$ cat config.mk
export PLATFORM = sky130hd
export DESIGN_NAME = axil_regbank
export DESIGN_NICKNAME = d
export VERILOG_FILES = /design/src/rtl/axil_regbank.sv
export SDC_FILE = /design/constraint.sdc
export NUM_CORES = 1
export LEC_CHECK = 0
export CORE_ASPECT_RATIO = 1.1
export CORE_MARGIN = 5
export CORE_UTILIZATION = 25
export CTS_CLUSTER_DIAMETER = 50
export CTS_CLUSTER_SIZE = 12
export DETAILED_ROUTE_END_ITERATION = 6
export PLACE_DENSITY = 0.59
export REMOVE_ABC_BUFFERS = 1
export SLEW_MARGIN = 20
export SYNTH_ARGS = -nofsm -noshare
export SYNTH_HDL_FRONTEND = slang
export SYNTH_SLANG_ARGS = --single-unit
$ cat constraint.sdc
create_clock -name clk -period 2 [get_ports clk]
set_input_delay 0.4 -clock clk [delete_from_list [all_inputs] [get_ports clk]]
set_output_delay 0.4 -clock clk [all_outputs]
set_load 0.05 [all_outputs]
$ cat src/rtl/axil_regbank.sv
// axil_regbank: register endpoint behind the AXI-Lite-to-register bridge.
// Map: ID, CTRL, SCRATCH, COUNTER, FIFO_DATA, STATUS. Reads and okay flags are
// combinational from the address; state changes happen on the strobed clock edge.
// Optional mailbox FIFO is built only when AXIL_REGBANK_FIFO_EN is defined.
`timescale 1ns/1ps
module axil_regbank #(
  parameter int unsigned ADDR_WIDTH = 32,
  parameter int unsigned DATA_WIDTH = 32,
  parameter int unsigned STRB_WIDTH = DATA_WIDTH / 8,
  parameter int unsigned FIFO_DEPTH = 8,
  parameter logic [31:0] ID_VALUE   = 32'h5247_4231
) (
  input  logic                  clk,
  input  logic                  rst,
  input  logic [ADDR_WIDTH-1:0] reg_rd_addr,
  input  logic                  reg_rd_en,
  output logic [DATA_WIDTH-1:0] reg_rd_data,
  output logic                  reg_rd_okay,
  input  logic [ADDR_WIDTH-1:0] reg_wr_addr,
  input  logic [DATA_WIDTH-1:0] reg_wr_data,
  input  logic [STRB_WIDTH-1:0] reg_wr_strb,
  input  logic                  reg_wr_en,
  output logic                  reg_wr_okay,
  output logic                  irq
);

  // Word indices (address bits [7:2])
  localparam logic [5:0] IdxId      = 6'h00;
  localparam logic [5:0] IdxCtrl    = 6'h01;
  localparam logic [5:0] IdxScratch = 6'h02;
  localparam logic [5:0] IdxCounter = 6'h03;
  localparam logic [5:0] IdxFifo    = 6'h04;
  localparam logic [5:0] IdxStatus  = 6'h05;

  logic [5:0]            w_rd_idx;
  logic [5:0]            w_wr_idx;
  logic                  w_wr_ctrl;
  logic                  w_cnt_clr;
  logic                  w_wr_scratch;
  logic [DATA_WIDTH-1:0] w_w1c;
  logic                  w_wrap_set;
  logic [DATA_WIDTH-1:0] w_status;
  logic [DATA_WIDTH-1:0] w_fifo_rd_data;
  logic                  w_fifo_mapped;
  logic                  w_irq_src;
  logic                  w_unused;

  logic                  r_cnt_en;
  logic                  r_irq_en;
  logic [DATA_WIDTH-1:0] r_scratch;
  logic [DATA_WIDTH-1:0] r_counter;
  logic                  r_wrap;
  logic                  r_irq;

  assign w_rd_idx = reg_rd_addr[7:2];
  assign w_wr_idx = reg_wr_addr[7:2];
  assign w_unused = ^{reg_rd_addr[ADDR_WIDTH-1:8], reg_rd_addr[1:0],
                      reg_wr_addr[ADDR_WIDTH-1:8], reg_wr_addr[1:0]};

  // Write-side decode; CTRL (including the clear pulse) is gated by byte-0 strobe
  always_comb begin
    w_wr_ctrl    = reg_wr_en & (w_wr_idx == IdxCtrl) & reg_wr_strb[0];
    w_cnt_clr    = w_wr_ctrl & reg_wr_data[2];
    w_wr_scratch = reg_wr_en & (w_wr_idx == IdxScratch);
    w_w1c        = (reg_wr_en && (w_wr_idx == IdxStatus)) ? reg_wr_data : '0;
    w_wrap_set   = r_cnt_en & ~w_cnt_clr & (r_counter == '1);
  end

`ifdef AXIL_REGBANK_FIFO_EN
  localparam int unsigned PtrW = $clog2(FIFO_DEPTH) + 1;
  localparam int unsigned IdxW = PtrW - 1;

  logic [DATA_WIDTH-1:0] r_mem [FIFO_DEPTH];
  logic [PtrW-1:0]       r_wr_ptr;
  logic [PtrW-1:0]       r_rd_ptr;
  logic                  r_ovf;
  logic                  r_udf;
  logic [PtrW-1:0]       w_level;
  logic                  w_empty;
  logic                  w_full;
  logic                  w_push;
  logic                  w_pop;
  logic                  w_do_push;
  logic                  w_do_pop;

  // FIFO flags and push/pop qualification; a pop frees the slot a full push needs
  always_comb begin
    w_level        = r_wr_ptr - r_rd_ptr;
    w_empty        = (w_level == '0);
    w_full         = (w_level == PtrW'(FIFO_DEPTH));
    w_push         = reg_wr_en & (w_wr_idx == IdxFifo);
    w_pop          = reg_rd_en & (w_rd_idx == IdxFifo);
    w_do_pop       = w_pop & ~w_empty;
    w_do_push      = w_push & (~w_full | w_pop);
    w_fifo_rd_data = w_empty ? '0 : r_mem[r_rd_ptr[IdxW-1:0]];
    w_fifo_mapped  = 1'b1;
    w_irq_src      = ~w_empty | r_ovf | r_udf;
    w_status       = {5'b0, r_wrap, r_udf, r_ovf, 6'b0, w_full, w_empty, 7'b0, 9'(w_level)};
  end

  // Mailbox storage; contents are discarded by resetting the pointers
  always_ff @(posedge clk) begin
    if (w_do_push) r_mem[r_wr_ptr[IdxW-1:0]] <= reg_wr_data;
  end

  // FIFO pointers and sticky overflow/underflow flags (set beats W1C)
  always_ff @(posedge clk or posedge rst) begin
    if (rst) begin
      r_wr_ptr <= '0;
      r_rd_ptr <= '0;
      r_ovf    <= 1'b0;
      r_udf    <= 1'b0;
    end else begin
      if (w_do_push) r_wr_ptr <= r_wr_ptr + PtrW'(1);
      if (w_do_pop)  r_rd_ptr <= r_rd_ptr + PtrW'(1);
      r_ovf <= (r_ovf & ~w_w1c[24]) | (w_push & w_full & ~w_pop);
      r_udf <= (r_udf & ~w_w1c[25]) | (w_pop & w_empty);
    end
  end
`else
  logic w_unused_fifo;

  // No mailbox: 0x10 unmapped, STATUS shows a permanently empty FIFO
  always_comb begin
    w_fifo_rd_data = '0;
    w_fifo_mapped  = 1'b0;
    w_irq_src      = r_wrap;
    w_status       = {5'b0, r_wrap, 9'b0, 1'b1, 16'b0};
  end

  assign w_unused_fifo = reg_rd_en;
`endif

  // Control register: CNT_EN and IRQ_EN; CNT_CLR is a pulse, not stored
  always_ff @(posedge clk or posedge rst) begin
    if (rst) begin
      r_cnt_en <= 1'b0;
      r_irq_en <= 1'b0;
    end else if (w_wr_ctrl) begin
      r_cnt_en <= reg_wr_data[0];
      r_irq_en <= reg_wr_data[1];
    end
  end

  // Scratch register with per-byte strobes
  always_ff @(posedge clk or posedge rst) begin
    if (rst) begin
      r_scratch <= 32'hDEAD_BEEF;
    end else if (w_wr_scratch) begin
      for (int i = 0; i < STRB_WIDTH; i++) begin
        if (reg_wr_strb[i]) r_scratch[8*i +: 8] <= reg_wr_data[8*i +: 8];
      end
    end
  end

  // Cycle counter: clear beats increment; wrap flag is sticky (set beats W1C)
  always_ff @(posedge clk or posedge rst) begin
    if (rst) begin
      r_counter <= '0;
      r_wrap    <= 1'b0;
    end else begin
      if (w_cnt_clr)     r_counter <= '0;
      else if (r_cnt_en) r_counter <= r_counter + 32'd1;
      r_wrap <= (r_wrap & ~w_w1c[26]) | w_wrap_set;
    end
  end

  // Level interrupt, registered from current state
  always_ff @(posedge clk or posedge rst) begin
    if (rst) r_irq <= 1'b0;
    else     r_irq <= r_irq_en & w_irq_src;
  end

  assign irq = r_irq;

  // Combinational read mux
  always_comb begin
    reg_rd_data = '0;
    reg_rd_okay = 1'b1;
    case (w_rd_idx)
      IdxId:      reg_rd_data = ID_VALUE;
      IdxCtrl:    reg_rd_data = {30'b0, r_irq_en, r_cnt_en};
      IdxScratch: reg_rd_data = r_scratch;
      IdxCounter: reg_rd_data = r_counter;
      IdxFifo: begin
        reg_rd_data = w_fifo_rd_data;
        reg_rd_okay = w_fifo_mapped;
      end
      IdxStatus:  reg_rd_data = w_status;
      default:    reg_rd_okay = 1'b0;
    endcase
  end

  // Combinational write acknowledge
  always_comb begin
    case (w_wr_idx)
      IdxId, IdxCtrl, IdxScratch, IdxCounter, IdxStatus: reg_wr_okay = 1'b1;
      IdxFifo: reg_wr_okay = w_fifo_mapped;
      default: reg_wr_okay = 1'b0;
    endcase
  end

endmodule
== Word-level counts from Yosys, hierarchy flattened ==
Cells that the tools add are included.

* Word-level logic and storage cells: 46
* Latch bits: 0
* Bits in writable memories: 0
* Memory bits (read-only): 0
* Register bits after elaboration: 68
* Memories: 0
* Input bits: 104
* Output and inout bits: 35

* Order comparisons: 0
* Add/subtract/negate cells: 1
* Bitwise logic cells: 11
* Reductions and logical operators: 10
* Shift operators: 0
* Multiplexer cells: 6
* Divide/modulo/power cells: 0
* Multiply operators: 0
* Equal/unequal tests: 9

{| class="wikitable"
|+ Operators by type and width
! cell !! number
|-
| case mux 32 bit (5 select lines) || 1
|-
| two-way mux 32 bit || 2
|-
| adder 32 x 1 -> 32 bit, second input constant || 1
|-
| equality test 32 bit, second input constant || 1
|-
| two-way mux 27 bit || 1
|-
| equality test 6 x 2 -> 1 bit, second input constant || 4
|-
| equality test 6 x 1 -> 1 bit, second input constant || 2
|-
| equality test 6 x 3 -> 1 bit, second input constant || 2
|-
| logical NOT 6 bit || 2
|-
| OR reduction 5 bit || 2
|-
| AND 1 bit || 8
|-
| AND reduction 2 bit || 4
|-
| two-way mux 1 bit || 2
|-
| NOT 1 bit || 2
|-
| nonzero test 2 bit || 1
|-
| logical AND 1 bit || 1
|-
| OR 1 bit || 1
|}

== Longest topological paths before layout ==
* Word-level depth: 8
* Depth in mapped cells: 7
* Gate-level depth less buffers: 5

== Worst setup path after synthesis ==
Ideal clock, no wire load.

* Path kind: input to output
* Start: in reg_rd_addr[2]
* End: out reg_rd_data[10]
* Slack: -453 ps
* Stages: 6
* Required time: 1600 ps
* Path buffers: 3
* Data arrival time: 2053 ps
* Path through: clkbuf_1 and2_1 nor2b_1 clkbuf_1 clkbuf_1 a22o_1

* Longest elaborated chain between the ends: 2
* Elaborated cells on any way between the ends: 6
* Classes of those cells: eq/ne (4); mux (1); reduce/logical (1)

{| class="wikitable"
|+ Ends and longest elaborated chain
! what !! line !! RTL
|-
| from (decl) || 15 || <nowiki>input logic [ADDR_WIDTH-1:0] reg_rd_addr,</nowiki>
|-
| equality test 6 x 3 -> 1 bit (tied with other cells) || 180 || <nowiki>case (w_rd_idx)</nowiki>
|-
| case mux 32 bit (5 select lines) * || 180 ||
|-
| to (decl) || 17 || <nowiki>output logic [DATA_WIDTH-1:0] reg_rd_data,</nowiki>
|}

Every way passes the cells marked *; elsewhere a longest branch is shown, timed or not.

== Worst setup path in the final report ==
* Start: in reg_rd_addr[6]
* End: out reg_rd_data[13]

The elaborated chain is that of the path after synthesis.

==> flow_metrics.py <==
metrics = {
    "run_status": {
        "status": "complete, but fails checks",
        "violations": "negative setup slack",
    },
    "critical_path": {
        "r2r_cells": 4,
        "cp_slowest_stage_delay_ps": 220,
        "crit_type": "input port to output pin",
        "cp-end-kind": "output pin",
        "cp_max_fo": 5,
        "worstSetupPathDepth": 8,
        "cp_top_family": "buffers and inverters",
        "crit_top_cell": "buf_6",
        "cp.arrival_ps": 1610,
        "reg2reg_from": "r_counter[4]$_DFFE_PP0P_",
        "cp.required_ps": 1600,
        "r2r-end": "r_counter[29]$_DFFE_PP0P_",
        "reg2reg_slack_ps": 50,
        "cp_num_buf_inv": 4,
        "start_kind": "input port",
        "crit_path_start": "reg_rd_addr[6]",
        "crit_chain": "buf_6 -> nor3_4 -> nand2b_4 -> nor3b_4 -> buf_6 -> buf_8 -> a22o_1 -> buf_12",
        "cpMaxStageDelayCell": "nor3_4",
        "crit_end": "reg_rd_data[13]",
    },
    "die": {
        "rows": 46,
        "die_w_um": 124.9,
        "design.die.area_um2": 17040,
        "initial_core_util_pct": 25.34,
        "core_area_um2": 14330,
        "die_h_um": 136.4,
        "io_pins": 139,
    },
    "clock_tree": {
        "cts_root_buf": "clkbuf_16",
        "clockBufferDepth": 2,
        "clk-insertion-delay-late_ps": 330,
        "tritoncts": "yes",
        "cts_hold_buf": 0,
        "htreeDepth": 3,
        "cts.sinks": 68,
        "path_clk_slew_ps": 50,
        "cts_buffers": 9,
    },
    "detailed_routing": {
        "routed_via_density": 4.843,
        "num_vias": 3371,
        "drt-total-wl_um": 11900,
        "ant_nets": 0,
        "wl_per_cell_um": 17.09,
        "firstDrtPassIters": 5,
        "drc": 0,
        "drt_iter0_markers": 172,
    },
    "yosys": {
        "postSynthAreaPerCell_um2": 10.17,
        "synth-edff-count": 0,
        "ys_ff_latch": 68,
        "yosys_most_used_dff": "dfrtp_1",
        "ys_warn_count": 0,
        "synthCells": 357,
        "async_flop_share_pct": 100.0,
        "synth_area_um2": 3632,
        "synth-seq-area-share_pct": 47.67,
        "synth_cell_types": 38,
    },
    "cells_and_area": {
        "drive_above_1_share_pct": 43.25,
        "final_cell_mix": "51 x buf_4, 44 x dfrtp_1, 42 x clkdlybuf4s50_1",
        "finalInstanceArea_um2": 6098,
        "multi_input_area_um2": 2008,
        "ff_latch_area_um2": 1732,
        "fill_cells": 1354,
        "final_common_cell": "buf_4",
        "syn2layout_area_growth_pct": 67.90,
        "antenna_cells": 0,
        "nets": 604,
        "final_cells": 696,
        "final_util_pct": 42.55,
    },
    "grt": {
        "grt_max_degree": 43,
        "grt_pass1_vias": 3449,
        "grtUsageTotal_pct": 13.53,
        "antenna_found_initial": 0,
        "grt_pass1_wl_um": 18080,
        "grt-ovfl-total": 0,
    },
    "sta": {
        "fmax_mhz": 496.5,
        "grt_setup_unrepaired": "yes",
        "finalSetupViolations": 6,
        "finalWorstSetupSlack_ps": -14.28,
        "fin_skew_ps": 4.240,
        "worstMarginPinSlew_ps": 509.4,
        "hold_viol": 0,
        "period_minus_slack_ps": 2014,
        "finalCritPeriodShare_pct": 100.7,
        "maxSlewViolCount": 0,
        "slew_headroom_pct": 65.94,
    },
    "placement": {
        "io_buffers": 85,
        "gp_congestion": 0.8034,
        "dp_hpwl_um": 8412,
        "place_area_um2": 5420,
        "place_inst": 666,
    },
    "pwr": {
        "seqPwrFrac_pct": 38.3,
        "switchingPower_mw": 1.737,
        "pwr-share-clk_pct": 31.0,
        "p_int_mw": 3.537,
        "powerDensity_nw_per_um2": 864.8,
        "ir_worst_vdd_mv": 0.3709,
        "power_leakage_nw": 2.530,
        "combPwrFrac_pct": 30.7,
        "p_sw_share_pct": 32.94,
        "totalPowerFinal_mw": 5.274,
    },
    "min_path": {
        "hold_class": "input port to async pin",
    },
    "flow_run": {
        "drv_cap": 0,
    },
}
[metrics by stage]
stage	hold WS (ps)	setup TNS [ps]	worst slack, ps
floorplan	461.2	-18080	-677.3
global placement	490.9	-20270	-500.7
detailed placement	499.3	-22460	-492.2
CTS	361.4	-570.2	-50.17
global route	379.8	-477.3	-69.46
finish	356.5	-61.84	-14.28
[sequential cells by signal (all words and copies together), names as in the netlist]
| signal | count |
|---|---|
| r_counter | 32 |
| r_scratch | 32 |
| irq | 1 |
| r_cnt_en | 1 |
| r_irq_en | 1 |
| r_wrap | 1 |
[layer usage]
layer | vias to the layer above | global-route usage (%) | share of wire, %
met2 | 86 | 24.40 | 53
met4 | 0 | 5.482 | 1.9
met3 | 19 | 3.143 | 4.5
met1 | 1661 | 15.55 | 41
li1 | 1605 | - | -
met5 | - | 0 | 0
[area by class of cell]
| type | instances | share of cell area, % |
|---|---|---|
| inverters | 15 | 0.9233 |
| flip-flops and latches | 68 | 28.40 |
| well taps | 192 | 3.939 |
| clock buffers | 15 | 4.555 |
| clock inverters | 1 | 0.4924 |
| repair buffers | 149 | 28.76 |
| multi-input cells | 256 | 32.93 |
[cell usage after synthesis, drive strengths merged, types with 5 or more instances]
| master | instances | share of area [%] |
|---|---|---|
| inv | 15 | 1.6 |
| or4 | 13 | 2.8 |
| a21oi | 38 | 5.2 |
| nor2b | 5 | 0.86 |
| dfstp | 24 | 17 |
| and4 | 7 | 1.7 |
| xor2 | 5 | 1.2 |
| or3 | 5 | 0.86 |
| a22o | 19 | 4.6 |
| nor3 | 5 | 0.69 |
| nand3 | 12 | 1.7 |
| nand4 | 9 | 2.0 |
| nand2 | 19 | 2.0 |
| clkbuf | 18 | 1.9 |
| nor2 | 26 | 2.7 |
| xnor2 | 8 | 1.9 |
| o21ai | 7 | 0.96 |
| mux2 | 35 | 11 |
| dfrtp | 44 | 30 |
| and3 | 5 | 0.86 |
| o31ai | 12 | 2.5 |
[cells by family (layout without fill, tap and decap cells)]
group / count (synthesis) / count (layout) / share of synthesized area (%)
simple gates: 121 / 123 / 18.98
compound gates: 80 / 80 / 14.05
flops: 68 / 68 / 47.67
mux: 39 / 39 / 11.95
buf+inv: 35 / 180 / 3.858
xor+xnor: 13 / 13 / 3.135
fa+ha+maj: 1 / 1 / 0.3444
[repair_timing]
action                                  CTS  global route
buffers inserted                          2             8
pin swaps                                23            20
endpoints found under the setup margin   37            37
gates resized for setup                  46            36
gates cloned                              2             2
[worst min-delay path by stage]
stage | depth (start not counted) | start | end | slack, ps
floorplan | 2 | r_wrap$_DFF_PP0_ | r_wrap$_DFF_PP0_ | 460
detailed placement | 1 | r_scratch[4]$_DFFE_PP0P_ | r_scratch[4]$_DFFE_PP0P_ | 500
global placement | 1 | r_scratch[4]$_DFFE_PP0P_ | r_scratch[4]$_DFFE_PP0P_ | 490
global route | 2 | rst | r_scratch[24]$_DFFE_PP0P_ | 380
CTS | 2 | rst | r_scratch[24]$_DFFE_PP0P_ | 360
finish | 2 | rst | r_scratch[24]$_DFFE_PP0P_ | 360
[power by group through the flow]
stage | combinational [mW] | clock (mW) | sequential, mW
6_report | 1.62 | 1.64 | 2.02
5_1_grt | 1.77 | 1.74 | 2.06
4_1_cts | 1.41 | 1.68 | 2.00
3_5_place_dp | 1.38 | 0 | 2.01
3_3_place_gp | 1.33 | 0 | 2.00
2_1_floorplan | 0.744 | 0 | 1.97
(Power assumes the default switching activity.)
